[config.mk]
export PLATFORM = sky130hd
export DESIGN_NAME = cpu_control_unit_flat
export DESIGN_NICKNAME = d
export VERILOG_FILES = /design/src/rtl/cpu_control_unit_if.sv /design/src/rtl/cpu_control_unit.sv /design/src/flat_wrapper.sv
export SDC_FILE = /design/constraint.sdc
export NUM_CORES = 1
export LEC_CHECK = 0
export CORE_MARGIN = 5
export CORE_UTILIZATION = 43
export CTS_CLUSTER_SIZE = 25
export DETAILED_ROUTE_END_ITERATION = 10
export PLACE_DENSITY = 0.89
export SYNTH_ARGS = -nofsm -noshare
export SYNTH_HDL_FRONTEND = slang
export SYNTH_SLANG_ARGS = --single-unit
[constraint.sdc]
create_clock -name clk -period 4.1 [get_ports clk]
set_clock_uncertainty 0.2 [all_clocks]
set_input_delay 0.41 -clock clk [delete_from_list [all_inputs] [get_ports clk]]
set_output_delay 0.41 -clock clk [all_outputs]
set_load 0.05 [all_outputs]
[src/rtl/cpu_control_unit_if.sv]
// Control-strobe bundle between cpu_control_unit (master) and the 4-bit datapath (slave).
interface cpu_control_unit_if;
    logic [15:0] instr;
    logic [1:0]  operato;
    logic        subtract;
    logic        reg_rw;
    logic        mem_rw;
    logic        wb_sel;
    logic        pc_inc;
    logic        pc_load;
    logic [3:0]  pc_target;
    logic [1:0]  rs1;
    logic [1:0]  rs2;
    logic [1:0]  rd;
    logic [3:0]  mem_addr;
    logic        halted;
    logic        illegal;

    modport master (
        input  instr,
        output operato, subtract, reg_rw, mem_rw, wb_sel, pc_inc, pc_load,
        output pc_target, rs1, rs2, rd, mem_addr, halted, illegal
    );

    modport slave (
        output instr,
        input  operato, subtract, reg_rw, mem_rw, wb_sel, pc_inc, pc_load,
        input  pc_target, rs1, rs2, rd, mem_addr, halted, illegal
    );
endinterface

[src/rtl/cpu_control_unit.sv]
// Multi-cycle Moore control FSM for the 4-bit CPU datapath.
// Define CTRL_ILLEGAL_TRAP_EN to trap illegal opcodes into HALTED instead of skipping them.
module cpu_control_unit (
    input  logic                  clk,
    input  logic                  reset,
    input  logic                  start,
    cpu_control_unit_if.master    bus
);
    typedef enum logic [2:0] {
        StIdle, StFetch, StDecode, StExec, StMem, StWb, StHalted
    } state_e;

    localparam logic [3:0] OpAnd  = 4'd0;
    localparam logic [3:0] OpOr   = 4'd1;
    localparam logic [3:0] OpAdd  = 4'd2;
    localparam logic [3:0] OpSub  = 4'd3;
    localparam logic [3:0] OpSlt  = 4'd4;
    localparam logic [3:0] OpLd   = 4'd5;
    localparam logic [3:0] OpSt   = 4'd6;
    localparam logic [3:0] OpJmp  = 4'd7;
    localparam logic [3:0] OpHalt = 4'd15;

    state_e      state_q, state_d;
    logic [15:0] ir_q, ir_d;
    logic        illegal_q, illegal_d;
    logic [3:0]  opcode;
    logic        is_illegal;

    assign opcode     = ir_q[15:12];
    assign is_illegal = opcode[3] && (opcode != OpHalt);

    always_ff @(posedge clk) begin
        if (reset) begin
            state_q   <= StIdle;
            ir_q      <= '0;
            illegal_q <= 1'b0;
        end else begin
            state_q   <= state_d;
            ir_q      <= ir_d;
            illegal_q <= illegal_d;
        end
    end

    always_comb begin
        state_d      = state_q;
        ir_d         = ir_q;
        illegal_d    = illegal_q;
        bus.operato  = 2'd0;
        bus.subtract = 1'b0;
        bus.reg_rw   = 1'b1;
        bus.mem_rw   = 1'b1;
        bus.wb_sel   = 1'b0;
        bus.pc_inc   = 1'b0;
        bus.pc_load  = 1'b0;

        case (state_q)
            StIdle: begin
                if (start) state_d = StFetch;
            end
            StFetch: begin
                ir_d       = bus.instr;
                bus.pc_inc = 1'b1;
                state_d    = StDecode;
            end
            StDecode: begin
                if (opcode == OpHalt) begin
                    state_d = StHalted;
                end else if (is_illegal) begin
`ifdef CTRL_ILLEGAL_TRAP_EN
                    illegal_d = 1'b1;
                    state_d   = StHalted;
`else
                    state_d   = StFetch;
`endif
                end else begin
                    state_d = StExec;
                end
            end
            StExec: begin
                unique case (opcode)
                    OpAnd: begin bus.operato = 2'd0; state_d = StWb; end
                    OpOr:  begin bus.operato = 2'd1; state_d = StWb; end
                    OpAdd: begin bus.operato = 2'd2; state_d = StWb; end
                    OpSub: begin bus.operato = 2'd2; bus.subtract = 1'b1; state_d = StWb; end
                    OpSlt: begin bus.operato = 2'd3; state_d = StWb; end
                    OpLd, OpSt: begin bus.operato = 2'd2; state_d = StMem; end
                    OpJmp: begin bus.pc_load = 1'b1; state_d = StFetch; end
                    // DECODE never routes HALT or illegal opcodes here.
                    default: state_d = StFetch;
                endcase
            end
            StMem: begin
                bus.mem_rw = (opcode == OpLd);
                state_d    = (opcode == OpLd) ? StWb : StFetch;
            end
            StWb: begin
                bus.reg_rw = 1'b0;
                bus.wb_sel = (opcode == OpLd);
                state_d    = StFetch;
            end
            StHalted: state_d = StHalted;
            default:  state_d = StIdle;
        endcase
    end

    assign bus.pc_target = ir_q[11:8];
    assign bus.mem_addr  = ir_q[11:8];
    assign bus.rd        = ir_q[5:4];
    assign bus.rs2       = ir_q[3:2];
    assign bus.rs1       = ir_q[1:0];
    assign bus.halted    = (state_q == StHalted);
    assign bus.illegal   = illegal_q;
endmodule

[src/flat_wrapper.sv]
// flat-port wrapper written by rule: the top's interface ports become plain ports
module cpu_control_unit_flat 
  (clk, reset, start, bus_instr, bus_operato, bus_subtract, bus_reg_rw, bus_mem_rw, bus_wb_sel, bus_pc_inc, bus_pc_load, bus_pc_target, bus_rs1, bus_rs2, bus_rd, bus_mem_addr, bus_halted, bus_illegal);
  cpu_control_unit_if bus_i ();
  input  logic clk;
  input  logic reset;
  input  logic start;
  input wire logic [$bits(bus_i.instr)-1:0] bus_instr;
  output wire logic [$bits(bus_i.operato)-1:0] bus_operato;
  output wire logic [$bits(bus_i.subtract)-1:0] bus_subtract;
  output wire logic [$bits(bus_i.reg_rw)-1:0] bus_reg_rw;
  output wire logic [$bits(bus_i.mem_rw)-1:0] bus_mem_rw;
  output wire logic [$bits(bus_i.wb_sel)-1:0] bus_wb_sel;
  output wire logic [$bits(bus_i.pc_inc)-1:0] bus_pc_inc;
  output wire logic [$bits(bus_i.pc_load)-1:0] bus_pc_load;
  output wire logic [$bits(bus_i.pc_target)-1:0] bus_pc_target;
  output wire logic [$bits(bus_i.rs1)-1:0] bus_rs1;
  output wire logic [$bits(bus_i.rs2)-1:0] bus_rs2;
  output wire logic [$bits(bus_i.rd)-1:0] bus_rd;
  output wire logic [$bits(bus_i.mem_addr)-1:0] bus_mem_addr;
  output wire logic [$bits(bus_i.halted)-1:0] bus_halted;
  output wire logic [$bits(bus_i.illegal)-1:0] bus_illegal;
  assign bus_i.instr = bus_instr;
  assign bus_operato = bus_i.operato;
  assign bus_subtract = bus_i.subtract;
  assign bus_reg_rw = bus_i.reg_rw;
  assign bus_mem_rw = bus_i.mem_rw;
  assign bus_wb_sel = bus_i.wb_sel;
  assign bus_pc_inc = bus_i.pc_inc;
  assign bus_pc_load = bus_i.pc_load;
  assign bus_pc_target = bus_i.pc_target;
  assign bus_rs1 = bus_i.rs1;
  assign bus_rs2 = bus_i.rs2;
  assign bus_rd = bus_i.rd;
  assign bus_mem_addr = bus_i.mem_addr;
  assign bus_halted = bus_i.halted;
  assign bus_illegal = bus_i.illegal;
  cpu_control_unit u_core (.clk(clk), .reset(reset), .start(start), .bus(bus_i));
endmodule
==> flow_results.org, run 1 <==
** STA
- Summed over all failing endpoints, the final setup total negative slack is 0 ns.
- Setup violations remaining at the end of the flow were counted as 0.
- Setup repair after global routing left no endpoint under its margin.
- Dividing the final minimum period by the clock period gives 0.682.
- Final worst path period need :: 2.80 ns
- Max-slew violation count :: 0
- At the pin with the least slew margin, the transition time is 0.561 ns.
- Measured against its own limit, the worst slew margin works out to 0.625.
- Static timing analysis puts the maximum clock frequency at 357 MHz.
- Final hold viol count :: 0
- On the final layout, the worst hold slack is 0.310 ns.

** CTS
- Worst skew pair latency :: 0.28 ns
- CTS tree :: built
- Number of buffers between clock root and the deepest sink :: 2
- After clock tree synthesis, the setup repair step added 0 buffers.
- Number of sinks on the clock net :: 17
- The root buffer cell chosen for the clock tree is sky130_fd_sc_hd__clkbuf_4.
- Hold bufs inserted after CTS :: 0
- Gates resized, CTS repair :: 0
- In this run, CTS created clock tree buffers numbering 3.
- Clock-pin slew was measured on the worst setup and hold paths at 0.10 ns.
- CTS H-tree lvls :: 1

** Power and ir drop
- The share of total power dissipated in the clock network is 0.189.
- Of the total power, the share spent switching nets is 0.360.
- In this run the power density over the cells is 369 nW/µm².
- Summed over all cells, the static leakage comes to 0.444 nW.
- Cell internal power was estimated by the tool at 0.289 mW.
- The share of total power dissipated in sequential elements is 0.446.
- Relative contribution of combinational cells to total power :: 0.364
- VDD IR max :: 0.260 mV
- Power spent charging and discharging nets :: 0.162 mW

** Worst setup path
- Required arrival time at the worst endpoint :: 3.49 ns
- In this run the critical register-to-register path is captured at u_core.ir_q[13].
- The startpoint identified for the worst register-to-register timing path is u_core.state_q[0].
- Arrival @ worst endpoint :: 2.19 ns
- Of all nets on the critical path, the largest fanout is 11.
- Setup slack on the worst flop-to-flop path :: 2.50 ns
- The worst setup path is of the reg2out kind.
- Startpoint type of the worst setup path :: flop
- The number of cells on the worst reg-to-reg path is 4.
- Setup crit end kind :: output port

** Hold path
- Class of the tightest hold or removal check :: reg2reg
- End point of the most critical hold path :: u_core.ir_q[4]
- Along the worst hold path, the cell count comes to 2.
- The worst hold path begins at u_core.ir_q[4].

** Floorplan
- In this run the horizontal extent of the chip is 56.7 µm.
- Total Die Area :: 3210 µm²
- Floorplan core area :: 2020 µm²
- Row generation in the floorplan step produced 16 rows.
- During I/O placement, the number of pins put on the boundary was 43.
- Y dimension of the die :: 56.7 µm
- For this configuration, the core starts out at a cell density of 0.463.

** Global routing
- The initial antenna violation count came to 0.
- After global routing the overflow that remains totals 0.
- Total track usage :: 0.122
- The number of global-route vias before repair is 762.
- The first global-routing pass estimated 3230 µm of wire.
- Entering global routing, the biggest net connects 17 pins.

** Routing
- The final layout contains routed wiring with a total length of 1880 µm.
- First-iteration detailed-routing DRC count :: 8
- Antenna-violating nets left :: 0
- After detailed routing, the number of vias per cell comes to 4.72.
- DRC violation count after routing :: 0
- The first detailed-routing pass took 4 iterations.
- Dividing the detail-routed wire length by the instance count gives 12.3 µm.
- Total via count after detailed routing :: 722

** Synthesis
- Ranked by instance count, the synthesized netlist is headed by sky130_fd_sc_hd__nor2_1, sky130_fd_sc_hd__dfxtp_1, sky130_fd_sc_hd__buf_4.
- Area share of the largest cell type after synthesis :: 0.364
- Cells after Synth :: 106
- Fraction of the mapped netlist area in simple logic gates :: 0.209
- The portion of synthesized area spent on multiplexers is 0.150.
- Cell type contributing the most total cell area after synthesis :: sky130_fd_sc_hd__dfxtp_1
- Largest family of logic cells by synthesized area :: simple AND/OR/NAND/NOR gates
- The share of the Yosys chip area taken by registers is 0.364.
- Synthesis instantiated 31 different standard cells from the library.
- The area fraction in compound gates after synthesis came to 0.0642.
- XOR/XNOR Fraction of Synth Area :: 0.0187
- Post-synthesis instance area :: 936 µm²
- In this run, synthesis inferred 0 flip-flops with an integrated enable.
- Among all flip-flop cells after synthesis, the most frequent one is sky130_fd_sc_hd__dfxtp_1.
- Dividing the synthesized area by the synthesized cell count gives 8.83 µm².
- Sorting the synthesized cells by area gives the leading types as sky130_fd_sc_hd__dfxtp_1, sky130_fd_sc_hd__mux2i_1, sky130_fd_sc_hd__buf_4.
- Counting flops with an async set or reset pin after synthesis yields a share of 0.
- Area share of fa/ha/maj cells after synthesis :: 0
- Synthesis-stage register bit count :: 17
- During synthesis, Yosys emitted a total of 0 warnings.
- The number of nets handed over by synthesis was 125.
- sky130_fd_sc_hd__nor2_1 is the most common cell in the netlist.

** Cells and area
- Relative area change from synthesis to final layout :: 30.6%
- At the end of the flow, the number of nets in the layout was 146.
- Ant. Diodes :: 0
- Of the cells placed in the final design, the portion with a size suffix greater than 1 is 0.0556.

** Run
- The tool flagged a number of max-cap violations equal to 0.

** Run status
- Status :: finished, final reports clean

** Placement
- Buffers added on ports :: 39
- Routability-driven placement finished with a final weighted congestion of 0.838.
[registers in the layout (all words and copies together), names as in the netlist]
name,flops
u_core.ir_q,14
u_core.state_q,3
[power groups by stage]
stage | registers (mW) | clock network (mW) | logic [mW]
after floorplan | 0.193 | 0 | 0.149
after global placement | 0.203 | 0 | 0.162
after detailed placement | 0.205 | 0 | 0.166
after CTS | 0.201 | 0.0895 | 0.166
after global routing | 0.205 | 0.0995 | 0.175
final | 0.201 | 0.0855 | 0.164
[worst max-delay path, stage by stage (launching register included)]
cell and delay [ns]:
sky130_fd_sc_hd__dfxtp_1 0.52, sky130_fd_sc_hd__nand4bb_1 0.24, sky130_fd_sc_hd__nand2b_1 0.23, sky130_fd_sc_hd__nor2_1 0.11, sky130_fd_sc_hd__clkdlybuf4s50_1 0.80
[per-layer routing]
metal / track usage / routed length [µm] / vias up
met3: 0.0459 / 171 / 0
met4: 0.0305 / 0 / 0
met5: 0 / 0 / -
met1: 0.139 / 827 / 321
li1: - / - / 376
met2: 0.211 / 877 / 25
[cells in the final DEF (no fill, tap or decap)]
cell type                         netlist  layout
sky130_fd_sc_hd__and4bb_2               1       1
sky130_fd_sc_hd__nand4bb_1              1       1
sky130_fd_sc_hd__a211o_1                1       1
sky130_fd_sc_hd__xnor2_1                2       2
sky130_fd_sc_hd__clkbuf_4               0       3
sky130_fd_sc_hd__o21ai_0                1       1
sky130_fd_sc_hd__or2_1                  1       1
sky130_fd_sc_hd__inv_2                  1       1
sky130_fd_sc_hd__a31oi_1                3       3
sky130_fd_sc_hd__conb_1                 1       1
sky130_fd_sc_hd__clkdlybuf4s50_1        0      39
sky130_fd_sc_hd__mux2i_1               14      14
sky130_fd_sc_hd__inv_1                  1       1
sky130_fd_sc_hd__dfxtp_1               17      17
sky130_fd_sc_hd__nor2_1                18      18
sky130_fd_sc_hd__o21ai_1                1       1
sky130_fd_sc_hd__and3_1                 1       1
sky130_fd_sc_hd__nand2b_1               2       2
sky130_fd_sc_hd__clkbuf_1               2       1
sky130_fd_sc_hd__o311ai_1               1       1
sky130_fd_sc_hd__nand3b_1               1       1
sky130_fd_sc_hd__nor3_1                 2       2
sky130_fd_sc_hd__a21oi_1                1       1
sky130_fd_sc_hd__buf_4                 16       1
sky130_fd_sc_hd__o41ai_1                1       1
sky130_fd_sc_hd__nand2_1                2       2
sky130_fd_sc_hd__nor2b_1                4       4
sky130_fd_sc_hd__nor3b_2                1       1
sky130_fd_sc_hd__nand3_1                2       2
sky130_fd_sc_hd__and2_1                 1       1
[area by class of cell]
type / count / area (µm²)
Clock buffer: 4 / 26.3
Fill cell: 185 / 800
Inverter: 2 / 7.51
Multi-Input combinational cell: 63 / 417
Sequential cell: 17 / 340
Tap cell: 27 / 33.8
Timing Repair Buffer: 40 / 398
[cells by family after synthesis]
kind of cell | after synthesis
multiplexers | 14
buffers and inverters | 26
XOR/XNOR | 2
flip-flops | 17
AO/OA/AOI/OAI | 9
AND/OR/NAND/NOR | 37
other | 1
[per-stage QoR]
stage,cell area (µm²),std cells,worst slack [ns],util,power (mW)
floorplan,936,106,1.68,-,0.343
global placement,1200,149,1.69,0.592,0.365
detailed placement,1200,149,1.60,0.592,0.370
CTS,1220,153,1.28,0.605,0.457
global route,1220,153,1.15,0.605,0.479
finish,1220,153,1.30,0.605,0.451
[how the worst max path moves through the flow]
stage / startpoint / slack, ns / end / cells after the start
after global routing: u_core.state_q[1] / 1.15 / bus_operato[1] / 4
after global placement: u_core.state_q[1] / 1.69 / bus_operato[1] / 4
after floorplan: u_core.state_q[1] / 1.68 / bus_wb_sel / 3
after CTS: u_core.state_q[1] / 1.28 / bus_operato[1] / 4
after detailed placement: u_core.state_q[1] / 1.60 / bus_operato[1] / 4
final: u_core.state_q[1] / 1.30 / bus_operato[1] / 4
(Power assumes the default switching activity.)
==> inputs of run 2 (changes only) <==
- CORE_UTILIZATION: 43 -> 36
- PLACE_DENSITY: 0.89 -> 0.8
- clock period: 4.1 -> 2.5 ns (I/O delays scaled with it)
==> run 2 against run 1 <==
  * Die area increased by 16%
  * Clock power increased by 68%
  * Final cell count increased by 2.6%
  * Total power increased by 66%
  * Core utilization decreased by 10 points
  * Routed wire length decreased by 1.4%
==> flow_results.org, run 2 (synthesized netlist as in run 1, its figures left out) <==
** Global routing
- Number of global-route vias before repair :: 708
- Number of antenna violations at the first check in global routing :: 0
- Total track usage :: 0.109
- Entering global routing, the biggest net connects 17 pins.
- The first global-routing pass estimated 3020 µm of wire.
- Global routing finished with a remaining overflow of 0.

** Cells and area
- Largest regs :: u_core.ir_q: 14 flops, u_core.state_q: 3 flops
- Leaving out fill and tap cells, the most frequent cell in the layout is sky130_fd_sc_hd__clkdlybuf4s50_1.
- The area growth from synthesis to layout is 33.3%.
- Layout filler cell count :: 267
- The register with the most flip-flops in the layout has 14 of them.
- Leaving out filler cells and counting taps, the final layout contains 157.
- In the layout the commonest cells are sky130_fd_sc_hd__clkdlybuf4s50_1, sky130_fd_sc_hd__nor2_1, sky130_fd_sc_hd__dfxtp_1, sky130_fd_sc_hd__mux2i_1, sky130_fd_sc_hd__buf_4.
- Most flops, register :: u_core.ir_q
- Once layout is complete, the utilization of the core stands at 0.504.
- Final layout net count :: 147
- The number of antenna diodes in the final layout is 0.
- After routing the design area is 1250 µm².
- Proportion of layout cells with a drive suffix above 1 :: 0.102

** CTS
- CTS buffer count :: 3
- Clock-pin transition on the worst setup and hold timing paths :: 0.10 ns
- CTS H-tree lvls :: 1
- CTS tree :: built
- The cell sitting at the root of the clock tree is a sky130_fd_sc_hd__clkbuf_4.
- Counting along the longest clock path gives a buffer depth of 2.
- Worst skew pair latency :: 0.29 ns
- Number of sinks on the clock net :: 17

** Worst setup path
- Of all nets on the critical path, the largest fanout is 11.
- The worst register-to-register path has a setup slack of 0.91 ns.
- Counting cells, the worst reg-to-reg path comes to 4.
- Origin of the critical flop-to-flop path :: u_core.state_q[0]
- Startpoint type of the worst setup path :: flop
- In this run the worst setup path begins at u_core.state_q[1].
- Endpoint of the most critical setup path :: bus_reg_rw
- Required arrival time at the worst endpoint :: 2.05 ns
- Arrival @ worst endpoint :: 1.81 ns
- The worst setup path is of the reg2out kind.
- STA classifies the critical path endpoint as an output port.
- The worst register-to-register path ends at u_core.ir_q[5].

** Floorplan
- The floorplan step defined a die boundary enclosing 3720 µm².
- I/O pin cnt :: 43
- The floorplan has 18 rows.
- For this configuration, the core starts out at a cell density of 0.378.
- The die is 61.0 µm wide.
- From bottom edge to top edge, the die measures 61.0 µm.
- Floorplan core area :: 2480 µm²

** Power and ir drop
- After layout, the design draws a total of 0.751 mW.
- Power spread over the standard cell area amounts to 602 nW/µm².
- Across the VDD grid, the largest voltage drop is 0.396 mV.
- LEAKAGE :: 0.519 nW

** Routing
- Dividing the detail-routed via count by the number of cells gives 4.74.
- DRC violation count after routing :: 0
- Total via count after detailed routing :: 744
- Total wire length :: 1850 µm
- Length of the first detailed-routing pass in iterations :: 4
- Dividing the detail-routed wire length by the instance count gives 11.8 µm.
- In this run, the number of DRC markers left after iteration 0 of detailed routing was 12.
- In this run the remaining antenna-violating nets after routing total 0.

** STA
- Worst slew margin relative to its limit :: 0.659
- Unrepaired setup endpoints after global routing :: no
- Setup TNS Final :: 0 ns
- Dividing the final minimum period by the clock period gives 0.904.
- Setup violations remaining at the end of the flow were counted as 0.
- Final worst path period need :: 2.26 ns
- The max-slew violation count came to 0.
- After layout, the worst setup slack is 0.239 ns.
- The final-report hold violation count was 0.
- Achievable Freq :: 442 MHz
- Final hold slack :: 0.307 ns
- Actual slew at the worst max-slew pin :: 0.510 ns

** Run
- Max-cap violations :: 0

** Placement
- Buffers added on ports :: 39
- Once placement finished, the instance area stood at 1210 µm².
- Number of placed instances with taps included :: 153
- The congestion estimate from routability-driven global placement came to 0.715.
- Timing analysis after detailed placement gives a worst setup slack of 0.375 ns.
- Sum of net half-perimeters after detailed placement :: 1450 µm

** Hold path
- The tightest min-delay check is of the reg2reg type.

** Run status
- The flow ran to the end, and the final reports show no timing, DRC or antenna violations.
## run 2: changes by cell type in the layout (fill, tap and decap cells not counted)
cell,change
sky130_fd_sc_hd__buf_12,+1
sky130_fd_sc_hd__buf_4,+4
sky130_fd_sc_hd__clkbuf_1,-1
sky130_fd_sc_hd__clkdlybuf4s50_1,-8
sky130_fd_sc_hd__clkinv_2,+1
sky130_fd_sc_hd__dlymetal6s2s_1,+4
## run 2: worst max-delay path, stage by stage, from the launching register on
cell and delay (ns):
sky130_fd_sc_hd__dfxtp_1 0.53, sky130_fd_sc_hd__nand3b_1 0.18, sky130_fd_sc_hd__clkdlybuf4s50_1 0.81
## run 2: metal layers
metal | part of all wire | GRT usage | vias to the layer above
li1 | - | - | 376
met2 | 0.48 | 0.186 | 28
met1 | 0.39 | 0.116 | 336
met3 | 0.12 | 0.0468 | 4
met5 | 0 | 0 | -
met4 | 0.0087 | 0.0464 | 0
## run 2: what timing repair did
| item | in CTS | in global routing |
|---|---|---|
| setup buffers | 0 | 0 |
| resized for setup | 0 | 4 |
| endpoints found under the setup margin | 0 | 4 |
| hold buffers | 0 | 0 |
## run 2: worst min-delay path by stage
stage | startpoint | end | cells after the start
after floorplan | bus_instr[0] | u_core.ir_q[0] | 2
after global placement | u_core.ir_q[1] | u_core.ir_q[1] | 2
after detailed placement | u_core.ir_q[1] | u_core.ir_q[1] | 2
after CTS | u_core.ir_q[0] | u_core.ir_q[0] | 2
after global routing | u_core.ir_q[0] | u_core.ir_q[0] | 2
final | u_core.ir_q[3] | u_core.ir_q[3] | 2
## run 2: report_power, final
group	internal, mW	switching, mW	leakage (nW)
combinational	0.121	0.156	0.362
clock	0.0595	0.0846	0.0177
sequential	0.298	0.0324	0.139
## run 2: final cells by class
type,count,area [µm²],share of cell area
Timing Repair Buffer,41,418,0.335
Multi-Input combinational cell,63,417,0.334
Sequential cell,17,340,0.273
Tap cell,30,37.5,0.0301
Clock buffer,3,22.5,0.0181
Inverter,2,7.51,0.00602
Clock inverter,1,5.00,0.00401
==> inputs of run 3 (changes only) <==
- CORE_UTILIZATION: 36 -> 40
- PLACE_DENSITY: 0.8 -> 0.84
- clock period: 2.5 -> 2.3 ns (I/O delays scaled with it)
==> run 3 against run 2 <==
  * Count of clock-buffer cells in the layout unchanged
  * Total power up 9.6%
  * Clock power up 12%
  * Final cell count down 1.3%
  * Via count up 1.3%
  * Register-to-register slack worse by 0.21 ns
  * Highest routed layer is now met3
==> flow_results.org, run 3 (synthesized netlist as in run 1, its figures left out) <==
** CTS
- In this run the number of H-tree levels came out at 1.
- Clock-pin slew was measured on the worst setup and hold paths at 0.10 ns.
- No sink is reached through more buffers than the 2 on the longest clock path.
- The tree built by TritonCTS fans out to 17 sinks.
- TritonCTS built the clock tree.
- After clock tree synthesis, the repair step resized 0 gates.
- Hold bufs inserted after CTS :: 0
- Post-CTS timing repair inserted 0 buffers for setup.
- CTS buffer count :: 3
- For the worst-skew pair, the clock arrives at the later sink with an insertion delay of 0.29 ns.
- The cell sitting at the root of the clock tree is a sky130_fd_sc_hd__clkbuf_4.

** Routing
- DR WL/cell :: 12.8 µm
- DRC violation count after routing :: 0
- Length of the first detailed-routing pass in iterations :: 4
- The routed layout has 754 vias.
- Antenna-violating nets left :: 0
- Detail-routed via count per cell :: 4.86
- Summed over all layers, the routed wires come to 1990 µm.
- In this run, the number of DRC markers left after iteration 0 of detailed routing was 11.

** Hold path
- For hold timing, the worst endpoint is u_core.ir_q[1].
- Start point of the worst min-delay path :: u_core.ir_q[1]
- Class of the tightest hold or removal check :: reg2reg
- Number of instances on the worst hold path :: 2

** Worst setup path
- Setup crit end kind :: output port
- Measured in cells, the most critical reg-to-reg path has a length of 4.
- Sequence of cells on the critical path :: nand4bb_1 > nand2b_1 > nor2_1 > buf_12
- Crit Path Category :: reg2out
- Family of cells with the greatest summed delay on the critical path :: simple AND/OR/NAND/NOR gates
- Peak per-stage delay on the critical path :: 0.51 ns
- Required arrival time at the worst endpoint :: 1.87 ns
- Origin of the critical flop-to-flop path :: u_core.state_q[0]
- In this run the register-to-register setup slack is 0.70 ns.
- Sum of buffers and inverters on the critical path :: 1
- Data on the critical path arrives at its endpoint at 1.60 ns.
- In this run the critical register-to-register path is captured at u_core.ir_q[3].
- STA classifies the critical path startpoint as a flop.
- Slowest cell on crit path :: sky130_fd_sc_hd__dfxtp_1
- Number of gates on the worst path with buffers counted :: 4
- In this run the worst path has a maximum fanout of 11.

** Placement
- Number of placed instances with taps included :: 151
- Buffers added on ports :: 39
- Timing analysis after detailed placement gives a worst setup slack of 0.403 ns.
- Detailed placement finished with a half-perimeter wire length of 1520 µm.
- The congestion estimate from routability-driven global placement came to 0.724.
- Placed cell areas :: 1210 µm²

** Floorplan
- In this run the count of I/O pins placed on the die edge is 43.
- Width of the die :: 58.4 µm
- Total Die Area :: 3410 µm²
- Row Count :: 17
- Floorplan core area :: 2230 µm²
- Measured along the y axis, the die boundary spans 58.4 µm.
- For this configuration, the core starts out at a cell density of 0.419.

** Cells and area
- In the final layout, the registers with the most flip-flops are u_core.ir_q: 14 flops, u_core.state_q: 3 flops.
- Fill cells in the final layout number 213.
- Most common cell after layout, fill and taps aside :: sky130_fd_sc_hd__clkdlybuf4s50_1
- Final layout net count :: 147
- Most flops, register :: u_core.ir_q
- The register with the most flip-flops in the layout has 14 of them.
- Core Util, Final :: 0.555
- Commonest cells after routing, fill and taps aside :: sky130_fd_sc_hd__clkdlybuf4s50_1, sky130_fd_sc_hd__nor2_1, sky130_fd_sc_hd__dfxtp_1, sky130_fd_sc_hd__mux2i_1, sky130_fd_sc_hd__buf_4
- Of the cells placed in the final design, the portion with a size suffix greater than 1 is 0.134.
- Number of standard cells in the layout, taps in and fillers out :: 155
- Ant. Diodes :: 0
- Relative area change from synthesis to final layout :: 32.5%
- The finished cells cover 1240 µm².

** Run status
- Status :: finished, final reports clean

** Power and ir drop
- Share of total power in sequential cells :: 0.435
- Portion of total power attributed to the clock network :: 0.196
- The share of total power dissipated in combinational logic is 0.369.
- Dividing total power by cell area gives a power density of 664 nW/µm².
- VDD IR max :: 0.466 mV
- The analysis attributes to cell leakage a power of 0.471 nW.
- Switching Fraction :: 0.368
- After layout, the design draws a total of 0.823 mW.
- Internal power :: 0.520 mW
- Summed over all nets, the switching power comes to 0.303 mW.

** STA
- Max-slew violation count :: 0
- Fin crit share :: 0.884
- Final hold viol count :: 0
- Unrepaired setup endpoints after global routing :: no
- Final hold slack :: 0.309 ns
- For the pin with the worst max-slew slack, the measured transition is 0.509 ns.
- Setup TNS Final :: 0 ns
- For this run, the top clock speed supported by timing is 492 MHz.
- For the finished layout, the period the worst path requires is 2.03 ns.
- Number of failing setup endpoints in the final timing report :: 0
- The worst path meets setup with 0.267 ns of slack.
- Worst slew margin relative to its limit :: 0.660

** Global routing
- Number of global-route vias before repair :: 745
- Pin count of the biggest net entering global routing :: 17
- Number of antenna violations at the first check in global routing :: 0
- Global routing finished with a remaining overflow of 0.
- Global-route wire length before repair :: 3170 µm
- Total track usage :: 0.123

** Run
- Max-cap violations :: 0
[run 3: how the worst max path moves through the flow]
stage                      start  slack [ns]              to
4_1_cts        u_core.state_q[1]        0.06      bus_reg_rw
5_1_grt        u_core.state_q[1]        0.12  bus_operato[1]
2_1_floorplan  u_core.state_q[1]        0.06      bus_wb_sel
3_5_place_dp   u_core.state_q[1]        0.40      bus_reg_rw
6_report       u_core.state_q[1]        0.27  bus_operato[1]
3_3_place_gp   u_core.state_q[1]        0.44      bus_reg_rw
[run 3: cell type report]
class,count,area [µm²],area share
Multi-Input combinational cell,63,417,0.336
Clock buffer,3,22.5,0.0182
Clock inverter,1,5.00,0.00404
Sequential cell,17,340,0.274
Timing Repair Buffer,41,413,0.333
Inverter,2,7.51,0.00605
Tap cell,28,35.0,0.0283
[run 3: layer usage]
layer | routed length, µm | vias up | track usage
met5 | 0 | - | 0
met4 | 0 | 0 | 0.0464
met3 | 234 | 0 | 0.0724
met2 | 1020 | 30 | 0.215
met1 | 737 | 344 | 0.118
li1 | - | 380 | -
[run 3: worst min-delay path: cells and delay by family, from the launching register on]
family / cells / cell delay [ns]
flip-flops: 1 / 0.34
multiplexers: 1 / 0.07
AND/OR/NAND/NOR: 1 / 0.08
[run 3: power groups by stage]
stage	combinational [mW]	clock (mW)	sequential, mW
final	0.304	0.161	0.358
after global routing	0.322	0.185	0.365
after CTS	0.308	0.171	0.358
after detailed placement	0.306	0	0.364
after global placement	0.299	0	0.361
after floorplan	0.266	0	0.345
